File: src/rtl/ro_sensor_pkg.sv
// Shared types for the ring-oscillator sensor path:
// default counter width, FSM states, counter operations.
package ro_sensor_pkg;

  localparam int CNT_W_DEF = 24;

  typedef enum logic [1:0] {
    IDLE = 2'd0,
    ARM  = 2'd1,
    MEAS = 2'd2
  } state_t;

  typedef enum logic [1:0] {
    CNT_CLR  = 2'd0,
    CNT_LOAD = 2'd1,
    CNT_INC  = 2'd2,
    CNT_HOLD = 2'd3
  } cnt_op_t;

endpackage

File: src/rtl/ro_sync_edge.sv
// 2-FF synchronizer plus edge register for an async input.
// Ports: clk, rst (async high), din (async), rise (1-cycle pulse).
module ro_sync_edge (
  input  logic clk,
  input  logic rst,
  input  logic din,
  output logic rise
);

  logic sync1;
  logic sync2;
  logic sync3;

  always_ff @(posedge clk or posedge rst) begin
    if (rst) begin
      sync1 <= 1'b0;
      sync2 <= 1'b0;
      sync3 <= 1'b0;
    end else begin
      sync1 <= din;
      sync2 <= sync1;
      sync3 <= sync2;
    end
  end

  assign rise = sync2 & ~sync3;

endmodule

File: src/rtl/ro_freq_counter.sv
// Counts ro_in rising edges per gate_tick window; result
// offered via count_valid/count_ready one-deep register.
// Ports: clk, rst, en, gate_tick, ro_in, count_data,
// count_valid, count_ready, overrun (sticky), ovf.
// Macro RO_CNT_SAT_EN: counter saturates instead of wrapping.
module ro_freq_counter
  import ro_sensor_pkg::*;
#(
  parameter int CNT_W = CNT_W_DEF
) (
  input  logic             clk,
  input  logic             rst,
  input  logic             en,
  input  logic             gate_tick,
  input  logic             ro_in,
  output logic [CNT_W-1:0] count_data,
  output logic             count_valid,
  input  logic             count_ready,
  output logic             overrun,
  output logic             ovf
);

  localparam logic [CNT_W-1:0] CNT_MAX = '1;

  state_t           state;
  state_t           state_nxt;
  cnt_op_t          cnt_op;
  logic             res_new;
  logic             rise;
  logic [CNT_W-1:0] cnt;
  logic [CNT_W-1:0] cnt_inc;
  logic [CNT_W-1:0] rise_w;
  logic             cnt_ovf;
  logic             at_max;

  ro_sync_edge u_sync (
    .clk  (clk),
    .rst  (rst),
    .din  (ro_in),
    .rise (rise)
  );

  always_ff @(posedge clk or posedge rst) begin
    if (rst) state <= IDLE;
    else     state <= state_nxt;
  end

  always_comb begin
    state_nxt = state;
    if (!en) begin
      state_nxt = IDLE;
    end else begin
      unique case (state)
        IDLE:    state_nxt = ARM;
        ARM:     if (gate_tick) state_nxt = MEAS;
        MEAS:    state_nxt = MEAS;
        default: state_nxt = IDLE;
      endcase
    end
  end

  // The partial window seen in ARM is never counted.
  always_comb begin
    cnt_op  = CNT_HOLD;
    res_new = 1'b0;
    if (!en) begin
      cnt_op = CNT_CLR;
    end else begin
      unique case (state)
        IDLE: cnt_op = CNT_CLR;
        ARM:  cnt_op = gate_tick ? CNT_LOAD : CNT_CLR;
        MEAS: begin
          if (gate_tick) begin
            cnt_op  = CNT_LOAD;
            res_new = 1'b1;
          end else begin
            cnt_op  = CNT_INC;
          end
        end
        default: cnt_op = CNT_CLR;
      endcase
    end
  end

  assign rise_w = {{(CNT_W-1){1'b0}}, rise};
  assign at_max = (cnt == CNT_MAX);

`ifdef RO_CNT_SAT_EN
  assign cnt_inc = at_max ? cnt : cnt + rise_w;
`else
  assign cnt_inc = cnt + rise_w;
`endif

  // A rise on the boundary cycle opens the new window,
  // so LOAD takes rise rather than zero.
  always_ff @(posedge clk or posedge rst) begin
    if (rst) begin
      cnt     <= '0;
      cnt_ovf <= 1'b0;
    end else begin
      unique case (cnt_op)
        CNT_CLR: begin
          cnt     <= '0;
          cnt_ovf <= 1'b0;
        end
        CNT_LOAD: begin
          cnt     <= rise_w;
          cnt_ovf <= 1'b0;
        end
        CNT_INC: begin
          cnt <= cnt_inc;
          if (at_max && rise) cnt_ovf <= 1'b1;
        end
        default: begin
          cnt     <= cnt;
          cnt_ovf <= cnt_ovf;
        end
      endcase
    end
  end

  // Output slot frees in the same cycle it is consumed,
  // so a result landing on a transfer cycle is accepted.
  always_ff @(posedge clk or posedge rst) begin
    if (rst) begin
      count_data  <= '0;
      count_valid <= 1'b0;
      overrun     <= 1'b0;
      ovf         <= 1'b0;
    end else begin
      if (res_new) begin
        if (!count_valid || count_ready) begin
          count_data  <= cnt;
          ovf         <= cnt_ovf;
          count_valid <= 1'b1;
        end else begin
          overrun     <= 1'b1;
        end
      end else if (count_valid && count_ready) begin
        count_valid <= 1'b0;
      end
      if (!en) overrun <= 1'b0;
    end
  end

endmodule
File: config.mk
export PLATFORM = sky130hd
export DESIGN_NAME = ro_freq_counter
export DESIGN_NICKNAME = d
export VERILOG_FILES = /design/src/rtl/ro_sensor_pkg.sv /design/src/rtl/ro_sync_edge.sv /design/src/rtl/ro_freq_counter.sv
export SDC_FILE = /design/constraint.sdc
export NUM_CORES = 1
export LEC_CHECK = 0
export ABC_AREA = 1
export CORE_AREA = 2 2 73 75
export CTS_BUF_LIST = sky130_fd_sc_hd__clkbuf_8
export DETAILED_ROUTE_END_ITERATION = 6
export DIE_AREA = 0 0 75 77
export PLACE_DENSITY_LB_ADDON = 0.3
export SYNTH_ARGS = -nofsm -noshare
export SYNTH_HDL_FRONTEND = slang
export SYNTH_SLANG_ARGS = --single-unit
File: constraint.sdc
create_clock -name clk -period 2.3 [get_ports clk]
set_input_delay 0.69 -clock clk [delete_from_list [all_inputs] [get_ports clk]]
set_output_delay 0.69 -clock clk [all_outputs]
set_load 0.005 [all_outputs]
==> results of run 1 <==
-- stage by stage --
step / util / instance area, µm² / hold slack, ps
2_1_floorplan: - / 2780 / 331
3_3_place_gp: 0.660 / 3290 / 334
3_5_place_dp: 0.660 / 3290 / 336
4_1_cts: 0.701 / 3490 / 350
5_1_grt: 0.710 / 3540 / 363
6_report: 0.710 / 3540 / 354
-- power groups by stage --
| stage | registers [mW] | logic (mW) | clock network (mW) |
|---|---|---|---|
| 4_1_cts | 1.12 | 0.396 | 0.942 |
| 6_report | 1.13 | 0.416 | 0.939 |
| 2_1_floorplan | 1.15 | 0.182 | 0 |
| 3_5_place_dp | 1.14 | 0.394 | 0 |
| 3_3_place_gp | 1.14 | 0.378 | 0 |
| 5_1_grt | 1.14 | 0.467 | 1.01 |
-- cells in the final DEF, fill, tap and decap left out --
master	Yosys	layout
clkinv_2	0	2
nor2_1	44	44
inv_2	1	6
buf_4	0	18
nand3b_1	1	1
buf_12	0	2
nor2_4	2	2
clkdlybuf4s50_1	0	31
nand3_2	1	1
nor2_2	5	5
bufinv_16	0	1
dfrtp_1	57	57
nand2_2	1	3
a22o_1	1	1
nand4_1	3	3
o211ai_1	1	1
nand2_1	97	95
nand2_4	1	1
or2_2	1	1
and2_1	1	1
nor3b_2	1	1
ha_4	0	1
nor3_2	1	2
o21ai_0	22	22
dlymetal6s2s_1	0	1
nor3_1	5	4
inv_1	37	33
nor3_4	1	1
a31oi_1	1	1
nand3_1	28	28
clkbuf_8	0	11
ha_1	9	8
a21oi_1	13	13
-- critical path, stage by stage, from the launching register on --
cell	delay, ps
dfrtp_1	370
inv_2	60
ha_1	300
nand2_1	100
inv_1	70
o211ai_1	120
inv_2	100
ha_4	190
nor2_2	160
nand3_2	180
nor2_2	240
nand3_1	100
nand2_1	70
nor2_1	40
-- cells by family after synthesis --
kind of cell	share of synthesized area
and+or+nand+nor	0.307
DFF	0.513
buffers and inverters	0.0688
AOI/OAI and AO/OA	0.0711
adders and majority gates	0.0405
-- registers in the layout, indices dropped and copies added, names as in the netlist --
name	flops
cnt	24
count_data	24
state	2
cnt_ovf	1
count_valid	1
overrun	1
ovf	1
u_sync.sync1	1
u_sync.sync2	1
u_sync.sync3	1
-- final cells by class --
type	instances	area, µm²	share of cell area
tap	70	87.6	0.0248
inverter	38	143	0.0403
timing repair buffer	52	498	0.141
clock inverter	4	43.8	0.0124
clock buffer	11	151	0.0428
sequential	57	1430	0.403
multi-input combinational	240	1190	0.335
-- what timing repair did --
item / 4_1_cts / 5_1_grt
buffers inserted: 0 / 4
resized for setup: 2 / 8
pin swaps: 0 / 4
endpoints found under the setup margin: 13 / 23
-- metal layers --
metal / vias to the layer above / global-route usage / part of all wire
li1: 1198 / - / -
met1: 1130 / 0.301 / 0.41
met5: - / 0 / 0
met3: 24 / 0.0670 / 0.045
met4: 0 / 0.129 / 0.038
met2: 95 / 0.396 / 0.51
-- final timing paths --
check | start | endpoint | slack, ps | cells after the start
max in group asynchronous | rst | cnt[18] | 1110 | 3
max | state[0] | cnt[18] | 80 | 13
min in group asynchronous | rst | count_data[16] | 650 | 2
min | u_sync.sync1 | u_sync.sync2 | 350 | 0
min reg2reg | u_sync.sync1 | u_sync.sync2 | 350 | 0
max reg2reg | state[0] | cnt[18] | 80 | 13
==> impl_results.md, run 1 <==
- Hpwl dp: 4380 µm
- Internal power: 1.84 mW
- Yosys warns: 0
- Yosys reg bits: 57
- Top-count cell post-synth: nand2_1
- Synth top cells by count: nand2_1 (97), dfrtp_1 (57), nor2_1 (44)
- Worst skew pair latency: approximately 340 ps
- Starting Density: 0.559
- Initial antenna violation count: 0
- Syn Inst Count: around 340
- Vias in the first global route: 2,382
- Iteration-0 DRC Markers: roughly 200
- ANT cells: 0
- Gate power share: 0.168
- Top area cells in the synthesized netlist: dfrtp_1 (51%), nand2_1 (13%), nor2_1 (5.9%)
- Clock share of power: 0.378
- Worst vdd ir: 443 µV
- PD cells: 702 mW/mm²
- Final Routed Wirelength: 6420 µm
- DR vias/cell: around 5.2
- Number of I/O port buffers: 32
- Max Cap Viol: 0
- Nets: about 410
- Row Count: 26
- Top_reg_cell synth: dfrtp_1
- H-tree Lvls: 3
- Inst Count DP: 453
- Pre-Repair DR Iteration Count: 4
- Seq/Total Area, Yosys: 0.513
- Post-route clock period utilization: 0.965
- Layout cells sized above 1: 0.144
- Setup violators final: 0
- Bufs on Longest Clock Path: 2
- Core area: between 0.004 and 0.005 mm²
- Post-synth EDFFs: 0
- Worst-path fanout max: 6
- # hold bufs at CTS: 0
- Top cell type's share of synthesized area: 0.513
- Global-route wire length before repair: ~11,000 µm
- Clock-pin slew on the worst setup and hold paths: about 60 ps
- Area leader, netlist: dfrtp_1
- Place WS: -407 ps
- Clock Tree Root: clkbuf_8
- Leak: 1.63 nW
- Tot GR Track Use: 0.248
- CP startpoint kind: flop
- Placer Congestion: just under 0.9
- Routed Antenna Nets: 0
- Largest net degree at the start of global routing: 43
- CP arrival: 2450 ps
- CP Class: flop to flop
- Tmin final: 2220 ps
- Post-synthesis area per instance: about 8.1 µm²
- Rel. slew slack: 0.754
- TritonCTS clock tree: done
- Switching power: between 600 and 700 µW
- Fill count: 398
- Worst Path Required: ~2500 ps
- Netlist cell types: 28
- Switching Fraction: 0.257
- Final WS setup: 80.5 ps
- Total grt overflow: 0
- Overall Power: 2.48 mW
- Pins Over Slew Limit: 0
- Die width: 75 µm
- Final Hold Vio Count: 0
- Async SR Flop Fraction: 1.00
- Hold Crit Class: flop to flop
- Worst Tran Pin Value: 369 ps
- Die Ht: 77 µm
- TritonCTS Buffers: 9
- Routed vias: 2,447
- WL/cell: 13.6 µm
- Status: completed
- Sequential power share: 0.454
- Post-Syn Area: 0.00278 mm²
- DRC viols: 0
- Setup_tns: 0 ps
- IO Pins: 33
- Clk_skew: 8.79 ps
- Die area: between 0.005 and 0.006 mm²
- Crit end category: flop
- Area delta synth->final: 27.1%
- Sink Count: 57
- Layout Cells excl Fill: ~470
- Syn_nets: 358
- Peak Freq: 451 MHz
Power figures use the tool's default switching activity.
==> inputs of run 2 (changes only) <==
- PLACE_DENSITY: not set -> 0.8
- PLACE_DENSITY_LB_ADDON: 0.3 -> not set
- TNS_END_PERCENT: not set -> 20
==> run 2 against run 1 <==
Design area is 1.5% lower. Wire length is 9.6% lower. Die area stayed put. Clock skew is 2.5 ps lower. Fmax is 2.7% higher. Clock power is 19% lower. Combinational power is 6.5% lower. Sequential share of layout area is 0.59 points higher. Sequential power hardly changed. Sequential cell count stayed put. Largest cell class unchanged. Highest routed layer unchanged.
==> impl_results.md, run 2 (synthesis gave the netlist of run 1 again) <==
- Status: completed (unchanged)
- Layout cells sized above 1: 0.126 (was 0.144)
- Rel. slew slack: 0.739 (was 0.754)
- Total grt overflow: 0 (unchanged)
- Routed vias: 2,332 (was 2,447)
- Tmin final: 2160 ps (was 2220 ps)
- Critical path, cell by cell: clkdlybuf4s50_1 > nor3_2 > buf_4 > ha_4 > inv_2 > nand2_2 > nor2_4 > nand2_4 > nor2_4 > nand2_2 > nand2_1 > nand2_1 > nor2_1 (was inv_2 > ha_1 > nand2_1 > inv_1 > o211ai_1 > inv_2 > ha_4 > nor2_2 > nand3_2 > nor2_2 > nand3_1 > nand2_1 > nor2_1)
- CP Buf/Inv Count: 3 (unchanged)
- Clk_skew: 6.25 ps (was 8.79 ps)
- Worst Tran Pin Value: 391 ps (was 369 ps)
- Delay-heaviest family, CP: simple AND/OR/NAND/NOR gates (unchanged)
- Pins Over Slew Limit: 0 (unchanged)
- Nets: 409 (was 413)
- Worst R2R Start: state[0] (unchanged)
- Most common cell after layout, fill and taps aside: nand2_1 (unchanged)
- Worst path slowest cell: clkdlybuf4s50_1 (was dfrtp_1)
- TritonCTS Buffers: 9 (unchanged)
- Clock Tree Root: clkbuf_8 (unchanged)
- Biggest regs: cnt (24), count_data (24), state (2) (unchanged)
- Most frequent cells in the layout: nand2_1 (95), dfrtp_1 (57), nor2_1 (44) (unchanged)
- Placer Congestion: 0.873 (was 0.892)
- Die area: 0.00578 mm² (unchanged)
- Worst-path fanout max: 7 (was 6)
- WL/cell: 12.4 µm (was 13.6 µm)
- Crit path launch: gate_tick (was state[0])
- Critical Path Max Stage Delay: 520 ps (was 370 ps)
- Die width: 75 µm (unchanged)
- Final Routed Wirelength: 5810 µm (was 6420 µm)
- Vias in the first global route: 2,289 (was 2,382)
- DRC viols: 0 (unchanged)
- Max Cap Viol: 0 (unchanged)
- Bufs on Longest Clock Path: 2 (unchanged)
- Fin Hold WS: 353 ps (was 354 ps)
- Largest net degree at the start of global routing: 28 (was 43)
- Routed Antenna Nets: 0 (unchanged)
- Worst skew pair latency: 340 ps (about the same)
- # Post-CTS Setup Buffers: 0 (unchanged)
- Area delta synth->final: 25.3% (was 27.1%)
- CP startpoint kind: primary input (was flop)
- Worst Path Required: 2570 ps (was 2530 ps)
- IO Pins: 33 (unchanged)
- CP arrival: 2430 ps (was 2450 ps)
- Starting Density: 0.559 (unchanged)
- Setup_tns: 0 ps (unchanged)
- Hold_sp: u_sync.sync1 (unchanged)
- Setup violators final: 0 (unchanged)
- # hold bufs at CTS: 0 (unchanged)
- Overall Power: 2.27 mW (was 2.48 mW)
- RSZ-0062 raised after global routing: false
- Global-route wire length before repair: 10,000 µm (was 10,800 µm)
- Layout Cells excl Fill: 468 (was 472)
- Die Ht: 77 µm (unchanged)
- Clock-pin slew on the worst setup and hold paths: 60 ps (about the same)
- Hpwl dp: 4320 µm (was 4380 µm)
- Crit end category: flop (unchanged)
- ANT cells: 0 (unchanged)
- Worst vdd ir: 418 µV (was 443 µV)
- Row Count: 26 (unchanged)
- PD cells: 652 mW/mm² (was 702 mW/mm²)
- Hold Crit Class: flop to flop (unchanged)
- Inst Count DP: 453 (unchanged)
- Sink Count: 57 (unchanged)
- Pre-Repair DR Iteration Count: 4 (unchanged)
- Iteration-0 DRC Markers: 143 (was 203)
- DR vias/cell: 4.98 (was 5.18)
- Peak Freq: 463 MHz (was 451 MHz)
- Initial antenna violation count: 0 (unchanged)
- Final Hold Vio Count: 0 (unchanged)
- Post-route clock period utilization: 0.940 (was 0.965)
- Core area: 0.00498 mm² (unchanged)
- Tot GR Track Use: 0.231 (was 0.248)
- CP Class: primary input to flop (was flop to flop)
- Post-layout util: 0.700 (was 0.710)
- TritonCTS clock tree: done (unchanged)
- Leak: 1.61 nW (was 1.63 nW)
- H-tree Lvls: 3 (unchanged)
- Number of I/O port buffers: 32 (unchanged)
==> run 2: layout make-up <==
| cell class | count | area, µm² |
|---|---|---|
| inverters | 38 | 143 |
| multi-input cells | 240 | 1190 |
| clock buffers | 10 | 138 |
| clock inverters | 5 | 18.8 |
| well taps | 70 | 87.6 |
| fillers | 441 | 1490 |
| repair buffers | 48 | 480 |
| flip-flops and latches | 57 | 1430 |
==> run 2: path summary, 6_finish.rpt <==
| kind | endpoint | slack, ps | cells after the start |
|---|---|---|---|
| worst max-delay path | cnt[17] | 140 | 13 |
| worst min-delay path | u_sync.sync2 | 350 | 0 |
| worst max register to register | cnt[17] | 180 | 16 |
| worst min register to register | u_sync.sync2 | 350 | 0 |
| max in group asynchronous | count_data[21] | 1190 | 3 |
| min in group asynchronous | count_data[5] | 650 | 2 |
==> run 2: stage by stage <==
step / cell area (µm²) / setup slack, ps
finish: 3480 / 139
global route: 3480 / 19.0
CTS: 3460 / 37.0
detailed placement: 3300 / -380
global placement: 3300 / -347
floorplan: 2780 / 161
==> run 2: routing by layer <==
| layer | vias up | GRT usage | share of wire |
|---|---|---|---|
| met3 | 11 | 0.0434 | 0.044 |
| li1 | 1187 | - | - |
| met5 | - | 0 | 0 |
| met1 | 1081 | 0.299 | 0.45 |
| met4 | 0 | 0.114 | 0.018 |
| met2 | 53 | 0.364 | 0.49 |
==> run 2: repair_timing <==
action	CTS	global route
endpoints found under the hold margin	0	0
cloned	0	0
setup endpoints to repair	11	23
resized for setup	2	9
pin swaps	0	5
==> run 2: report_power, final <==
part / switching, mW / internal (mW) / total, mW
Combinational: 0.185 / 0.204 / 0.389
Sequential: 0.0422 / 1.08 / 1.13
Clock: 0.364 / 0.394 / 0.758
